File: config.mk
export PLATFORM = sky130hd
export DESIGN_NAME = turn_controller
export DESIGN_NICKNAME = d
export VERILOG_FILES = /design/src/rtl/turn_controller.sv
export SDC_FILE = /design/constraint.sdc
export NUM_CORES = 1
export LEC_CHECK = 0
export ABC_AREA = 1
export CORE_MARGIN = 3
export CORE_UTILIZATION = 54
export CTS_CLUSTER_SIZE = 30
export DETAILED_ROUTE_END_ITERATION = 8
export GPL_TIMING_DRIVEN = 0
export MAX_ROUTING_LAYER = met4
export PLACE_DENSITY = 0.81
export SYNTH_ARGS = -nofsm -noshare
export SYNTH_HDL_FRONTEND = slang
export SYNTH_SLANG_ARGS = --single-unit
File: constraint.sdc
create_clock -name clock -period 4.7 [get_ports clock]
set_input_delay 0.94 -clock clock [delete_from_list [all_inputs] [get_ports clock]]
set_output_delay 0.94 -clock clock [all_outputs]
set_load 0.05 [all_outputs]
File: src/rtl/turn_controller.sv
// N-player artillery turn sequencer: keyboard decode, charge/fire handshake, damage and rotation.
// Optional per-turn forfeit timer is enabled by defining TURN_TIMEOUT_EN.
module turn_controller #(
  parameter int unsigned NUM_PLAYERS = 2,
  parameter int unsigned PW          = $clog2(NUM_PLAYERS),
  parameter int unsigned HP_W        = 8,
  parameter int unsigned MAX_HP      = 100,
  parameter int unsigned MOVE_BUDGET = 16,
  parameter int unsigned ANGLE_W     = 7,
  parameter int unsigned ANGLE_MAX   = 90,
  parameter int unsigned POWER_W     = 8,
  parameter int unsigned POWER_MAX   = 255,
  parameter int unsigned TURN_CYCLES = 1000000
) (
  input  logic                        clock,
  input  logic                        rst_n,
  input  logic [6:0]                  keyboard_input,
  input  logic                        start,
  output logic                        shot_valid,
  input  logic                        shot_ready,
  output logic [PW-1:0]               shot_player,
  output logic [ANGLE_W-1:0]          shot_angle,
  output logic [POWER_W-1:0]          shot_power,
  input  logic                        impact_valid,
  input  logic                        impact_hit,
  input  logic [PW-1:0]               impact_target,
  input  logic [HP_W-1:0]             impact_damage,
  output logic [PW-1:0]               cur_player,
  output logic                        move_step,
  output logic                        move_dir,
  output logic [ANGLE_W-1:0]          angle,
  output logic [POWER_W-1:0]          power,
  output logic [NUM_PLAYERS*HP_W-1:0] hp_flat,
  output logic [2:0]                  state,
  output logic                        game_over,
  output logic [PW-1:0]               winner,
  output logic                        draw
);

  localparam int unsigned BW = $clog2(MOVE_BUDGET + 1);

  localparam logic [HP_W-1:0]    HpInit     = HP_W'(MAX_HP);
  localparam logic [ANGLE_W-1:0] AngleInit  = ANGLE_W'(ANGLE_MAX / 2);
  localparam logic [ANGLE_W-1:0] AngleMax   = ANGLE_W'(ANGLE_MAX);
  localparam logic [POWER_W-1:0] PowerMax   = POWER_W'(POWER_MAX);
  localparam logic [BW-1:0]      BudgetInit = BW'(MOVE_BUDGET);

  typedef enum logic [2:0] {
    StIdle   = 3'd0,
    StTurn   = 3'd1,
    StCharge = 3'd2,
    StFire   = 3'd3,
    StFlight = 3'd4,
    StHit    = 3'd5,
    StNext   = 3'd6,
    StEnd    = 3'd7
  } state_e;

  state_e               state_q;
  logic [PW-1:0]        cur_q;
  logic [BW-1:0]        budget_q;
  logic [POWER_W-1:0]   power_q;
  logic [HP_W-1:0]      hp_q    [NUM_PLAYERS];
  logic [ANGLE_W-1:0]   angle_q [NUM_PLAYERS];
  logic                 move_step_q, move_dir_q;
  logic                 shot_valid_q;
  logic [PW-1:0]        shot_player_q;
  logic [ANGLE_W-1:0]   shot_angle_q;
  logic [POWER_W-1:0]   shot_power_q;
  logic [PW-1:0]        tgt_q;
  logic [HP_W-1:0]      dmg_q;
  logic                 game_over_q, draw_q;
  logic [PW-1:0]        winner_q;

  // Keyboard decode: a command counts only when exactly one command bit is set.
  logic [4:0] cmd;
  logic [1:0] phase;
  logic       cmd_ok, key_pos, key_hold, key_neg;
  logic       kb_fwd, kb_bwd, kb_up, kb_dn, kb_cannon;

  assign cmd       = keyboard_input[6:2];
  assign phase     = keyboard_input[1:0];
  assign cmd_ok    = $onehot(cmd) && (phase != 2'b00);
  assign key_pos   = cmd_ok && (phase == 2'b01);
  assign key_hold  = cmd_ok && (phase == 2'b11);
  assign key_neg   = cmd_ok && (phase == 2'b10);
  assign kb_fwd    = cmd[4];
  assign kb_bwd    = cmd[3];
  assign kb_up     = cmd[2];
  assign kb_dn     = cmd[1];
  assign kb_cannon = cmd[0];

  logic timeout;
`ifdef TURN_TIMEOUT_EN
  localparam int unsigned TW = $clog2(TURN_CYCLES + 1);
  logic [TW-1:0] timer_q;

  assign timeout = (timer_q == TW'(TURN_CYCLES - 1));

  always_ff @(posedge clock) begin
    if (!rst_n || !(state_q inside {StTurn, StCharge})) begin
      timer_q <= '0;
    end else if (!timeout) begin
      timer_q <= timer_q + TW'(1);
    end
  end
`else
  assign timeout = 1'b0;
`endif

  logic [ANGLE_W-1:0]       cur_angle, ang_up, ang_dn;
  logic [NUM_PLAYERS-1:0]   alive;
  int unsigned              alive_cnt;
  logic [PW-1:0]            sole, next_p;
  logic                     found;

  always_comb begin
    cur_angle = '0;
    alive     = '0;
    alive_cnt = 0;
    sole      = '0;
    next_p    = cur_q;
    found     = 1'b0;
    hp_flat   = '0;
    for (int unsigned i = 0; i < NUM_PLAYERS; i++) begin
      if (cur_q == PW'(i)) cur_angle = angle_q[i];
      hp_flat[i*HP_W +: HP_W] = hp_q[i];
      if (hp_q[i] != '0) begin
        alive[i]  = 1'b1;
        alive_cnt = alive_cnt + 1;
        sole      = PW'(i);
      end
    end
    // Round-robin search for the first survivor after the current player.
    for (int unsigned k = 1; k < NUM_PLAYERS; k++) begin
      for (int unsigned i = 0; i < NUM_PLAYERS; i++) begin
        if (!found && alive[i] && (i == (32'(cur_q) + k) % NUM_PLAYERS)) begin
          found  = 1'b1;
          next_p = PW'(i);
        end
      end
    end
    ang_up = (cur_angle >= AngleMax) ? AngleMax : cur_angle + ANGLE_W'(1);
    ang_dn = (cur_angle == '0) ? '0 : cur_angle - ANGLE_W'(1);
  end

  always_ff @(posedge clock) begin
    if (!rst_n) begin
      state_q       <= StIdle;
      cur_q         <= '0;
      budget_q      <= '0;
      power_q       <= '0;
      move_step_q   <= 1'b0;
      move_dir_q    <= 1'b0;
      shot_valid_q  <= 1'b0;
      shot_player_q <= '0;
      shot_angle_q  <= '0;
      shot_power_q  <= '0;
      tgt_q         <= '0;
      dmg_q         <= '0;
      game_over_q   <= 1'b0;
      winner_q      <= '0;
      draw_q        <= 1'b0;
      for (int unsigned i = 0; i < NUM_PLAYERS; i++) begin
        hp_q[i]    <= HpInit;
        angle_q[i] <= AngleInit;
      end
    end else begin
      move_step_q <= 1'b0;
      unique case (state_q)
        StIdle: begin
          if (start) begin
            state_q  <= StTurn;
            budget_q <= BudgetInit;
            power_q  <= '0;
          end
        end
        StTurn: begin
          if (timeout) begin
            state_q <= StNext;
            power_q <= '0;
          end else if (key_pos) begin
            if ((kb_fwd || kb_bwd) && (budget_q != '0)) begin
              move_step_q <= 1'b1;
              move_dir_q  <= kb_fwd;
              budget_q    <= budget_q - BW'(1);
            end
            if (kb_up || kb_dn) begin
              for (int unsigned i = 0; i < NUM_PLAYERS; i++) begin
                if (cur_q == PW'(i)) angle_q[i] <= kb_up ? ang_up : ang_dn;
              end
            end
            if (kb_cannon) begin
              state_q <= StCharge;
              power_q <= '0;
            end
          end
        end
        StCharge: begin
          if (timeout) begin
            state_q <= StNext;
            power_q <= '0;
          end else if (key_hold && kb_cannon) begin
            if (power_q != PowerMax) power_q <= power_q + POWER_W'(1);
          end else if (key_neg && kb_cannon) begin
            state_q       <= StFire;
            shot_valid_q  <= 1'b1;
            shot_player_q <= cur_q;
            shot_angle_q  <= cur_angle;
            shot_power_q  <= power_q;
          end
        end
        StFire: begin
          if (shot_ready) begin
            state_q       <= StFlight;
            shot_valid_q  <= 1'b0;
            shot_player_q <= '0;
            shot_angle_q  <= '0;
            shot_power_q  <= '0;
          end
        end
        StFlight: begin
          if (impact_valid) begin
            if (impact_hit) begin
              state_q <= StHit;
              tgt_q   <= impact_target;
              dmg_q   <= impact_damage;
            end else begin
              state_q <= StNext;
            end
          end
        end
        StHit: begin
          // Out-of-range targets match no player, so the damage is dropped.
          for (int unsigned i = 0; i < NUM_PLAYERS; i++) begin
            if (tgt_q == PW'(i)) hp_q[i] <= (hp_q[i] > dmg_q) ? hp_q[i] - dmg_q : '0;
          end
          state_q <= StNext;
        end
        StNext: begin
          if (alive_cnt == 0) begin
            state_q     <= StEnd;
            game_over_q <= 1'b1;
            draw_q      <= 1'b1;
          end else if (alive_cnt == 1) begin
            state_q     <= StEnd;
            game_over_q <= 1'b1;
            winner_q    <= sole;
          end else begin
            state_q  <= StTurn;
            cur_q    <= next_p;
            budget_q <= BudgetInit;
            power_q  <= '0;
          end
        end
        StEnd: ;
        default: state_q <= StIdle;
      endcase
    end
  end

  assign shot_valid  = shot_valid_q;
  assign shot_player = shot_player_q;
  assign shot_angle  = shot_angle_q;
  assign shot_power  = shot_power_q;
  assign cur_player  = cur_q;
  assign move_step   = move_step_q;
  assign move_dir    = move_dir_q;
  assign angle       = cur_angle;
  assign power       = power_q;
  assign state       = state_q;
  assign game_over   = game_over_q;
  assign winner      = winner_q;
  assign draw        = draw_q;

endmodule

Word level (Yosys, flattened, before mapping) --
Memories as Yosys holds them, arrays and structs flattened. Index checks and enable logic that the tools add are counted.
Word-level totals: bits in writable memories 30, output and inout port bits 57, flip-flop bits (word level) 48, bits of input ports 22, memories kept 2
Operators by class: bitwise operators 6, reduce and logical (&&, ||, !) cells 38, muxes and demuxes 81, add/subtract/negate cells 12, equality and inequality tests 24, magnitude comparators 3
Memory list:
- hp_q | words 2, bits a word 8, rd ports 2, clocked after memory_dff 0, write ports 2, line 63 | logic [HP_W-1:0] hp_q [NUM_PLAYERS];
- angle_q | words 2, bits a word 7, rd ports 2, clocked after memory_dff 0, write ports 2, line 64 | logic [ANGLE_W-1:0] angle_q [NUM_PLAYERS];
Operators with widths (count):
- 2-to-1 mux 8 bit | 14
- zero test 32 bit | 2
- 2-to-1 mux 7 bit | 9
- 2-to-1 mux 1 bit | 35
- adder 32 x 1 -> 32 bit (second input constant) | 1
- == test 32 x 1 -> 1 bit (second input constant) | 1
- 2-to-1 mux 32 bit | 1
- case mux 8 bit (4 select lines) | 1
- 2-to-1 mux 3 bit | 9
- 2-to-1 mux 5 bit | 5
- inequality test 2 bit (second input constant) | 12
- case mux 3 bit (7 select lines) | 1
- greater-than comparator 8 bit | 2
- case mux 8 bit (2 select lines) | 1
- AND reduction 8 bit | 2
- nonzero test 8 bit | 2
- subtractor 8 bit | 2
- case mux 5 bit (3 select lines) | 1
- case mux 7 bit (2 select lines) | 1
- AND reduction 3 bit | 4
- logical AND 1 bit | 10
- == test 3 bit (second input constant) | 3
- adder 8 x 1 -> 8 bit (second input constant) | 1
- inequality test 8 bit (second input constant) | 1
- 28 further kinds | 43

Depth between registers and ports, before layout --
depth in word-level cells 11, depth in mapped cells 15, mapped depth without buffers 14

Worst setup path before layout --
OpenSTA, ideal clock, no wires.
kind in2reg, from in keyboard_input[2], to mem angle_q[0][0], enable pin, path slack 1045 ps, arrival time 3261 ps, cell stages on the path 8, cell sequence inv_1 -> fa_1 -> fa_1 -> inv_1 -> ha_1 -> nor2_1 -> nand4_1 -> o41ai_1
RTL lines:
- start, declared | line 17 | input logic [6:0] keyboard_input,
- end, declared | line 64

==> reports/metrics.yaml <==
outcome: "finished, final reports clean"
drc_errors: 0
clkLatencyLatePin_ps: 360
design.core.area_sq_mm: 0.00830
first_pass_grt_wire_length_um: 19700
num-nets-final: 773
gr_usage_total_pct: 25.5
fraction_of_synthesized_cell_area_in_xor_and_xnor_cells_pct: 3.20
synth.area.top_cells: "dfxtp_1, edfxtp_1, nand2_1"
max_clock_freq_mhz: 238
finalSetupViolations: 0
antenna_found_initial: 0
avgRoutedWirePerCell_um: 14.4
grt_setup_unrepaired: "false"
power_density_mw_per_mm2: 381
synth_enable_flop_cells: 30
htreeDepth: 3
rows: 33
timing.final.crit_share_pct: 89.6
timing.critical_path.fanout_max: 7
final_hold_viol_count: 0
critical-path-slowest-cell: "o21ai_0"
synth_seq_area_share_pct: 40.0
gpl_congestion: 0.960
globalRoute.totalOverflow: 0
path_cells: "clkdlybuf4s50_1 -> inv_1 -> fa_1 -> fa_1 -> inv_1 -> ha_1 -> nor2_1 -> nand4_1 -> nor2_1 -> nand2_1 -> o21ai_0"
die_height_um: 98.8
hp-class: "flip-flop to flip-flop"
cts_resized: 0
cellLeakagePower_nw: 2.39
ys_ff_latch: 78
final_core_util_pct: 69.3
critPathTopFamily: "adder cells"
cell_area_synth_sq_mm: 0.00465
filler_cell_count: 670
setup.worst_path.end_class: "flip-flop"
synth_compound_gate_area_share_pct: 11.2
worst_path_largest_cell_delay_ps: 760
worst_pin_slew_ps: 1290
cts_post_setup_buffers_inserted: 0
detailed_place_hpwl_um: 9220
dr_total_vias: 4504
criticalPathCategory: "input pin to flip-flop"
flow.area_growth_from_synthesis_pct: 23.6
post-synth-top-area-fraction_pct: 20.7
worstSetupStartpointType: "input pin"
yosys.area_share.simple_pct: 28.8
async_flop_share_pct: 0
syn_inst: 633
ys_dominant_reg_cell: "dfxtp_1"
route.final.wire_length_um: 12000
vias_per_cell: 5.41
synth.lib_cells_used.distinct: 39
finalClockSkew_ps: 15.0
synth-warning-count: 0
crit_buf_inv: 3
fin_setup_tns_ps: 0
worst_ep_arrival_time_ps: 4180
io_buffers: 78
final-max-slew-violation-count: 0
numCtsBuffers: 9
clk_path_buf_depth: 2
die_x_um: 98.8
antenna_cells_inserted: 0
clock_tree_from_tritoncts: "built"
die_area_sq_mm: 0.00976
grt_pass1_vias: 4122
yosysTopAreaCell: "dfxtp_1"
yosys-mux-area-fraction_pct: 0
cts_sinks: 78
post_synth.cell_area_avg_sq_um: 7.35
synthesis.nets: 684
synth.cells.most_frequent: "nand2_1, nor2_1, inv_1"
cts_hold_repair.buffers: 0
yosysMostFrequentCell: "nand2_1"
crit_required_ps: 4670
dr.first_iter.drc_count: 276
start_util_pct: 56.0
max-slew-margin-rel_pct: 13.3
layout-drive-gt1-share_pct: 6.46
period_minus_slack_ps: 4210
synth_fa_ha_area_share_pct: 8.45
max-cap-violations: 0
io_pins: 79
ctsRootBufferMaster: "clkbuf_8"
peakVddDrop_mv: 0.245
grt_max_degree: 14
dominant_combinational_cell_family_by_area_after_synthesis: "simple AND/OR/NAND/NOR gates"
clkTransAtPathRegs_ps: 80
route.antenna.remaining_nets: 0
detail_route.first_pass.iterations: 5
==> final cells by class <==
cell class                 count  area (sq um)  share of cell area (%)
sequential                    78          1860                    32.4
timing repair buffer          78           781                    13.6
multi-input combinational    459          2410                    41.9
buffer                        12          70.1                    1.22
clock inverter                 4          21.3                   0.370
clock buffer                  12           156                    2.72
inverter                      84           318                    5.53
tap                          105           131                    2.29
==> layout by cell type (no fill, tap or decap), drive strengths merged, types with 4 or more instances in the layout <==
cell type and instances:
nand3 40, nand4 9, inv 82, dfxtp 48, a21oi 56, xor2 14
clkinv 6, nor2 81, edfxtp 30, nor3 7, ha 25, fa 4
o21ai 38, buf 8, clkdlybuf4s50 78, nand2 169, clkbuf 16
==> per-layer routing <==
| metal | up-vias | wire [um] | GRT usage [%] | share of wire [%] |
|---|---|---|---|---|
| met4 | 0 | 229 | 9.77 | 1.9 |
| li1 | 2238 | - | - | - |
| met2 | 138 | 5690 | 40.0 | 48 |
| met5 | - | 0 | - | 0 |
| met3 | 20 | 739 | 3.61 | 6.2 |
| met1 | 2108 | 5290 | 33.6 | 44 |
==> cells by family (layout without fill, tap and decap cells) <==
group,count (synthesis),count (layout)
flops,78,78
compound gates,100,100
xor+xnor,17,17
fa+ha+maj,29,29
simple gates,313,313
buf+inv,96,190
==> worst paths after layout <==
kind / from / end / slack [ps] / cells past startpoint
worst min register to register: move_dir / move_dir / 450 / 2
worst min-delay path: move_dir / move_dir / 450 / 2
worst max-delay path: keyboard_input[2] / angle_q[0][7] / 490 / 11
worst max register to register: state[1] / angle_q[0][7] / 2350 / 8
==> state kept, by name, summed over array words and instances (netlist names) <==
signal       flops
angle_q         14
budget_q         5
cur_player       1
dmg_q            8
draw             1
game_over        1
hp_q            16
move_dir         1
move_step        1
power            8
shot_angle       7
shot_player      1
shot_power       8
shot_valid       1
state            3
tgt_q            1
winner           1
==> tightest hold or removal path, delay by kind of cell (launching register included) <==
family | cells | cell delay (ps)
DFF | 1 | 310
buffers and inverters | 1 | 50
AOI/OAI and AO/OA | 1 | 50
==> power breakdown <==
part	leakage [nW]	switching (mW)	internal, mW
Sequential	0.649	0.0602	0.756
Combinational	1.65	0.609	0.293
Clock	0.0956	0.248	0.222
==> through the flow <==
stage          hold slack, ps  total power, mW  worst slack (ps)  area (sq um)  instances
5_1_grt                   468             2.31               271          5750        832
3_5_place_dp              438             1.72               102          5570        816
6_report                  452             2.19               490          5750        832
4_1_cts                   453             2.18               461          5750        832
3_3_place_gp              439             1.69              67.7          5560        816
2_1_floorplan             436             1.48              1050          4650        633
Note: power is estimated with default switching activity, not from simulation.
==> RTL edit 1, RTL diff (config.mk and constraints unchanged) <==
Set the parameter `HP_W` to 10 (it was 8).
--- a/src/rtl/turn_controller.sv
+++ b/src/rtl/turn_controller.sv
@@ -3,7 +3,7 @@
 module turn_controller #(
   parameter int unsigned NUM_PLAYERS = 2,
   parameter int unsigned PW          = $clog2(NUM_PLAYERS),
-  parameter int unsigned HP_W        = 8,
+  parameter int unsigned HP_W        = 10,
   parameter int unsigned MAX_HP      = 100,
   parameter int unsigned MOVE_BUDGET = 16,
   parameter int unsigned ANGLE_W     = 7,
Ports: changed (resized hp_flat and impact_damage); port bits go from 79 to 85. The function was not compared with the original's and may differ.
==> RTL edit 1 against the original RTL <==
Setup slack lost 0.23 ns. Wire length rose by 15%. Final area grew 14%. Power increased by 12%. Register-to-register slack got worse by 0.25 ns. Area after synthesis grew 14%. Critical path depth unchanged. Synthesized cell count increased by 15%. Sequential share of layout area decreased by 1.6 points. Sequential cell count grew 6.
==> RTL edit 1: results (changes against the original RTL) <==
Worst vdd ir - 395 uV (was 245 uV)
ClkCell Share - 3.94% (was 3.09%)
Placed cells - 940 (was 816)
Complex-gate fraction of the synthesized area - 12.1% (was 11.2%)
Largest registers - hp_q: 20 flops, angle_q: 14 flops, dmg_q: 10 flops (was hp_q: 16 flops, angle_q: 14 flops)
Commonest cells post-synth - nand2_1, inv_1, nor2_1 (was nand2_1, nor2_1, inv_1)
Share of layout cells above drive strength 1 - 7.98% (was 6.46%)
Leak - 2.73 nW (was 2.39 nW)
Met3 Track Usage GR - 2.53% (was 3.61%)
Sequential logic power - 0.877 mW (was 0.816 mW)
Mux cell area share after synthesis - 0% (unchanged)
Multi-input logic portion of the cell area - 42.8% (was 41.9%)
Met3 wire length - 760 um (was 739 um)
DP Area - 6310 um^2 (was 5570 um^2)
Post-Synth XOR/XNOR Area - 2.64% (was 3.20%)
Grt met1 use - 35.5% (was 33.6%)
Drt wl/cell - 14.4 um (about the same)
Fill cells - 814 (was 670)
Setup WS pre-CTS - -0.0911 ns (was 0.102 ns)
First-pass GRT wire length - 23000 um (was 19700 um)
Drt via density - 5.37 (was 5.41)
Met1 wire length - 6380 um (was 5290 um)
Post-synth EDFFs - 34 (was 30)
Multi-input gate area - 2810 um^2 (was 2410 um^2)
Outcome - complete, no violations (unchanged)
Final nets - 879 (was 773)
CLK BUF - 15 (was 12)
Syn Nets - 784 (was 684)
Part of the power in combinational logic - 38.5% (was 41.2%)
GRT met2 Usage - 40.3% (was 40.0%)
Vias in the first global route - 4866 (was 4122)
Via count - 5133 (was 4504)
Layout Skew - 0.0115 ns (was 0.0150 ns)
Port bufs - 83 (was 78)
Well Taps - 129 (was 105)
Seq/total area - 30.8% (was 32.4%)
CTS Sinks - 84 (was 78)
Synthesized instance count - 727 (was 633)
Tot GR Track Use - 25.9% (was 25.5%)
Crit path DAT - 4.41 ns (was 4.18 ns)
Post-DP HPWL - 10800 um (was 9220 um)
Internal Pwr Total - 1.50 mW (was 1.27 mW)
Worst path max stage delay - 0.93 ns (was 0.76 ns)
Share of power burned in registers - 35.7% (was 37.3%)
Synth Area in Adders - 8.35% (was 8.45%)
RTL edit 1: cell count changes after synthesis, moves of 4 or more:
cell      change
o21ai_0       +6
edfxtp_1      +4
a21oi_1       +5
o21ai_2       +4
nor2_4        +5
o21ai_1       -5
ha_1          +4
nand3_1       +9
nor2_1       +11
inv_1        +22
nand2_1      +11
RTL edit 1: path summary, 6_finish.rpt:
kind	slack [ns]	startpoint	endpoint	depth (start not counted)
worst min register to register	0.46	shot_valid$_SDFFE_PN0P_	shot_valid$_SDFFE_PN0P_	2
worst min-delay path	0.46	shot_valid$_SDFFE_PN0P_	shot_valid$_SDFFE_PN0P_	2
worst max register to register	2.10	state[1]$_SDFFE_PN0P_	angle_q[0][7]$_DFFE_PP_	8
worst max-delay path	0.26	keyboard_input[2]	angle_q[0][7]$_DFFE_PP_	11
RTL edit 1: tightest hold or removal path: cells and delay by family (launching register included):
family	cells	cell delay, ns
DFF	1	0.32
and+or+nand+nor	1	0.06
AOI/OAI and AO/OA	1	0.05
==> RTL edit 2, RTL diff (same flow settings) <==
Made on the original files. Register the inputs `keyboard_input` and `impact_target` before use, with the module's reset. The logic sees them one clock later. The other inputs are not delayed to match.
--- a/src/rtl/turn_controller.sv
+++ b/src/rtl/turn_controller.sv
@@ -56,6 +56,19 @@
     StEnd    = 3'd7
   } state_e;
 
+  logic [6:0] keyboard_input_q;
+  logic [PW-1:0] impact_target_q;
+
+  always_ff @(posedge clock) begin
+    if (!rst_n) begin
+      keyboard_input_q <= '0;
+      impact_target_q  <= '0;
+    end else begin
+      keyboard_input_q <= keyboard_input;
+      impact_target_q  <= impact_target;
+    end
+  end
+
   state_e               state_q;
   logic [PW-1:0]        cur_q;
   logic [BW-1:0]        budget_q;
@@ -78,8 +91,8 @@
   logic       cmd_ok, key_pos, key_hold, key_neg;
   logic       kb_fwd, kb_bwd, kb_up, kb_dn, kb_cannon;
 
-  assign cmd       = keyboard_input[6:2];
-  assign phase     = keyboard_input[1:0];
+  assign cmd       = keyboard_input_q[6:2];
+  assign phase     = keyboard_input_q[1:0];
   assign cmd_ok    = $onehot(cmd) && (phase != 2'b00);
   assign key_pos   = cmd_ok && (phase == 2'b01);
   assign key_hold  = cmd_ok && (phase == 2'b11);
@@ -223,7 +236,7 @@
           if (impact_valid) begin
             if (impact_hit) begin
               state_q <= StHit;
-              tgt_q   <= impact_target;
+              tgt_q   <= impact_target_q;
               dmg_q   <= impact_damage;
             end else begin
               state_q <= StNext;
Check against the original RTL: not equivalent (Yosys sat finds a counterexample within 4 cycles, from zero or initial values and one cycle with rst_n low).
==> RTL edit 2 against the original RTL <==
Critical path depth shrank 1. Final area grew 7.5%. Area after synthesis grew 9.6%. Setup slack gained 0.63 ns. Sequential cell count grew 8. Power is 4.9% higher. Core utilization decreased by 0.072 points. Highest routed layer unchanged. Wire length grew 10%. Synthesized cell count grew 7.6%.
==> RTL edit 2: results (changes against the original RTL) <==
Slowest CP cell - o31ai_1 (was o21ai_0)
Pin count of the biggest net entering global routing - 15 (was 14)
Crit path DAT - 3.56 ns (was 4.18 ns)
Crit start category - flip-flop (was input port)
Worst-path clk slew - 0.08 ns (about the same)
Starting DRT DRC Count - 252 (was 276)
Drt via density - 5.55 (was 5.41)
Met3 Track Usage GR - 4.87% (was 3.61%)
Worst vdd ir - 289 uV (was 245 uV)
Leak - 2.60 nW (was 2.39 nW)
Share of layout cells above drive strength 1 - 8.53% (was 6.46%)
Relative slew slack - 14.0% (was 13.3%)
Worst R2R Setup Slack - 1.12 ns (was 2.35 ns)
Syn Nets - 732 (was 684)
Top post-synthesis cells by area - dfxtp_1, edfxtp_1, nand2_1, inv_1, ha_1 (was dfxtp_1, edfxtp_1, nand2_1, ha_1, nor2_1)
Tot GR Track Use - 26.4% (was 25.5%)
GRT met2 Usage - 42.7% (was 40.0%)
Met2 wire len - 6310 um (was 5690 um)
Final nets - 820 (was 773)
Grt met1 use - 34.1% (was 33.6%)
Count of cell types in the netlist - 42 (was 39)
Worst hold path depth - 2 (unchanged)
CP endpoint - angle_q[0][1]$_DFFE_PP_ (was angle_q[0][7]$_DFFE_PP_)
Port bufs - 77 (was 78)
Met1 wire length - 5830 um (was 5290 um)
Complex-gate fraction of the synthesized area - 11.6% (was 11.2%)
Post-DP HPWL - 10100 um (was 9220 um)
Outcome - complete, no violations (unchanged)
Largest registers - hp_q: 16 flops, angle_q: 14 flops (unchanged)
Seq/Total Area, Yosys - 39.7% (was 40.0%)
Hold Path Origin - shot_power[7]$_SDFFE_PN0P_ (was move_dir$_SDFFE_PN0P_)
R2r endpoint - angle_q[0][1]$_DFFE_PP_ (was angle_q[0][7]$_DFFE_PP_)
Post-Synth XOR/XNOR Area - 1.55% (was 3.20%)
Synth Area in Adders - 7.71% (was 8.45%)
Hold Crit Endpoint - shot_power[7]$_SDFFE_PN0P_ (was move_dir$_SDFFE_PN0P_)
Gpl congestion - 0.911 (was 0.960)
Worst path max stage delay - 0.88 ns (was 0.76 ns)
Vias in the first global route - 4516 (was 4122)
Met3 wire length - 803 um (was 739 um)
Max layer used - met4 (unchanged)
Reg2reg start - keyboard_input_q[2]$_SDFF_PN0_ (was state[1]$_SDFFE_PN0P_)
First-pass GRT wire length - 21400 um (was 19700 um)
Commonest cells post-synth - nand2_1, inv_1, nor2_1 (was nand2_1, nor2_1, inv_1)
Layout Skew - 0.0121 ns (was 0.0150 ns)
Fin Hold WS - 0.465 ns (was 0.452 ns)
WL final - 13100 um (was 12000 um)
==> RTL edit 2: cell count changes in the layout (fill, tap and decap cells not counted), moves of 8 or more <==
cell / delta
dfxtp_1: +8
inv_1: +21
inv_2: -8
nand3_1: -9
nand4_1: +18
xor2_1: -8
==> RTL edit 2: per-stage QoR <==
step,worst slack (ns),cell area [um^2],std cells
floorplan,1.65,5100,681
detailed placement,1.13,6000,866
global placement,1.22,6000,866
finish,1.12,6180,882
global route,0.777,6180,882
CTS,1.13,6180,882
==> RTL edit 2: worst register-to-register path, cell delays in order, from the launching register on <==
cell and delay (ns):
dfxtp_1 0.33, inv_1 0.11, fa_1 0.52, fa_1 0.37
inv_1 0.07, ha_1 0.21, nor2_1 0.22, nand4_1 0.20
nor2_1 0.21, inv_1 0.08, o31ai_1 0.88
==> RTL edit 2: cell families (layout without fill, tap and decap cells) <==
group	count (synthesis)	count (layout)
AND/OR/NAND/NOR	332	332
AO/OA/AOI/OAI	109	109
buffers and inverters	116	209
flip-flops	86	86
XOR/XNOR	9	9
adder cells (fa/ha/maj)	29	29
==> RTL edit 2: power by group <==
part / leakage, nW / switching (mW) / total (mW) / internal (mW)
clock network: 0.0900 / 0.262 / 0.484 / 0.221
logic: 1.79 / 0.616 / 0.940 / 0.324
registers: 0.718 / 0.0501 / 0.873 / 0.823
==> RTL edit 2: final cells by class <==
type | instances | area, um^2
repair buffers | 77 | 771
clock inverters | 3 | 18.8
multi-input cells | 479 | 2570
inverters | 96 | 363
fillers | 755 | 2750
well taps | 108 | 135
plain buffers | 20 | 139
clock buffers | 13 | 159
flip-flops and latches | 86 | 2020
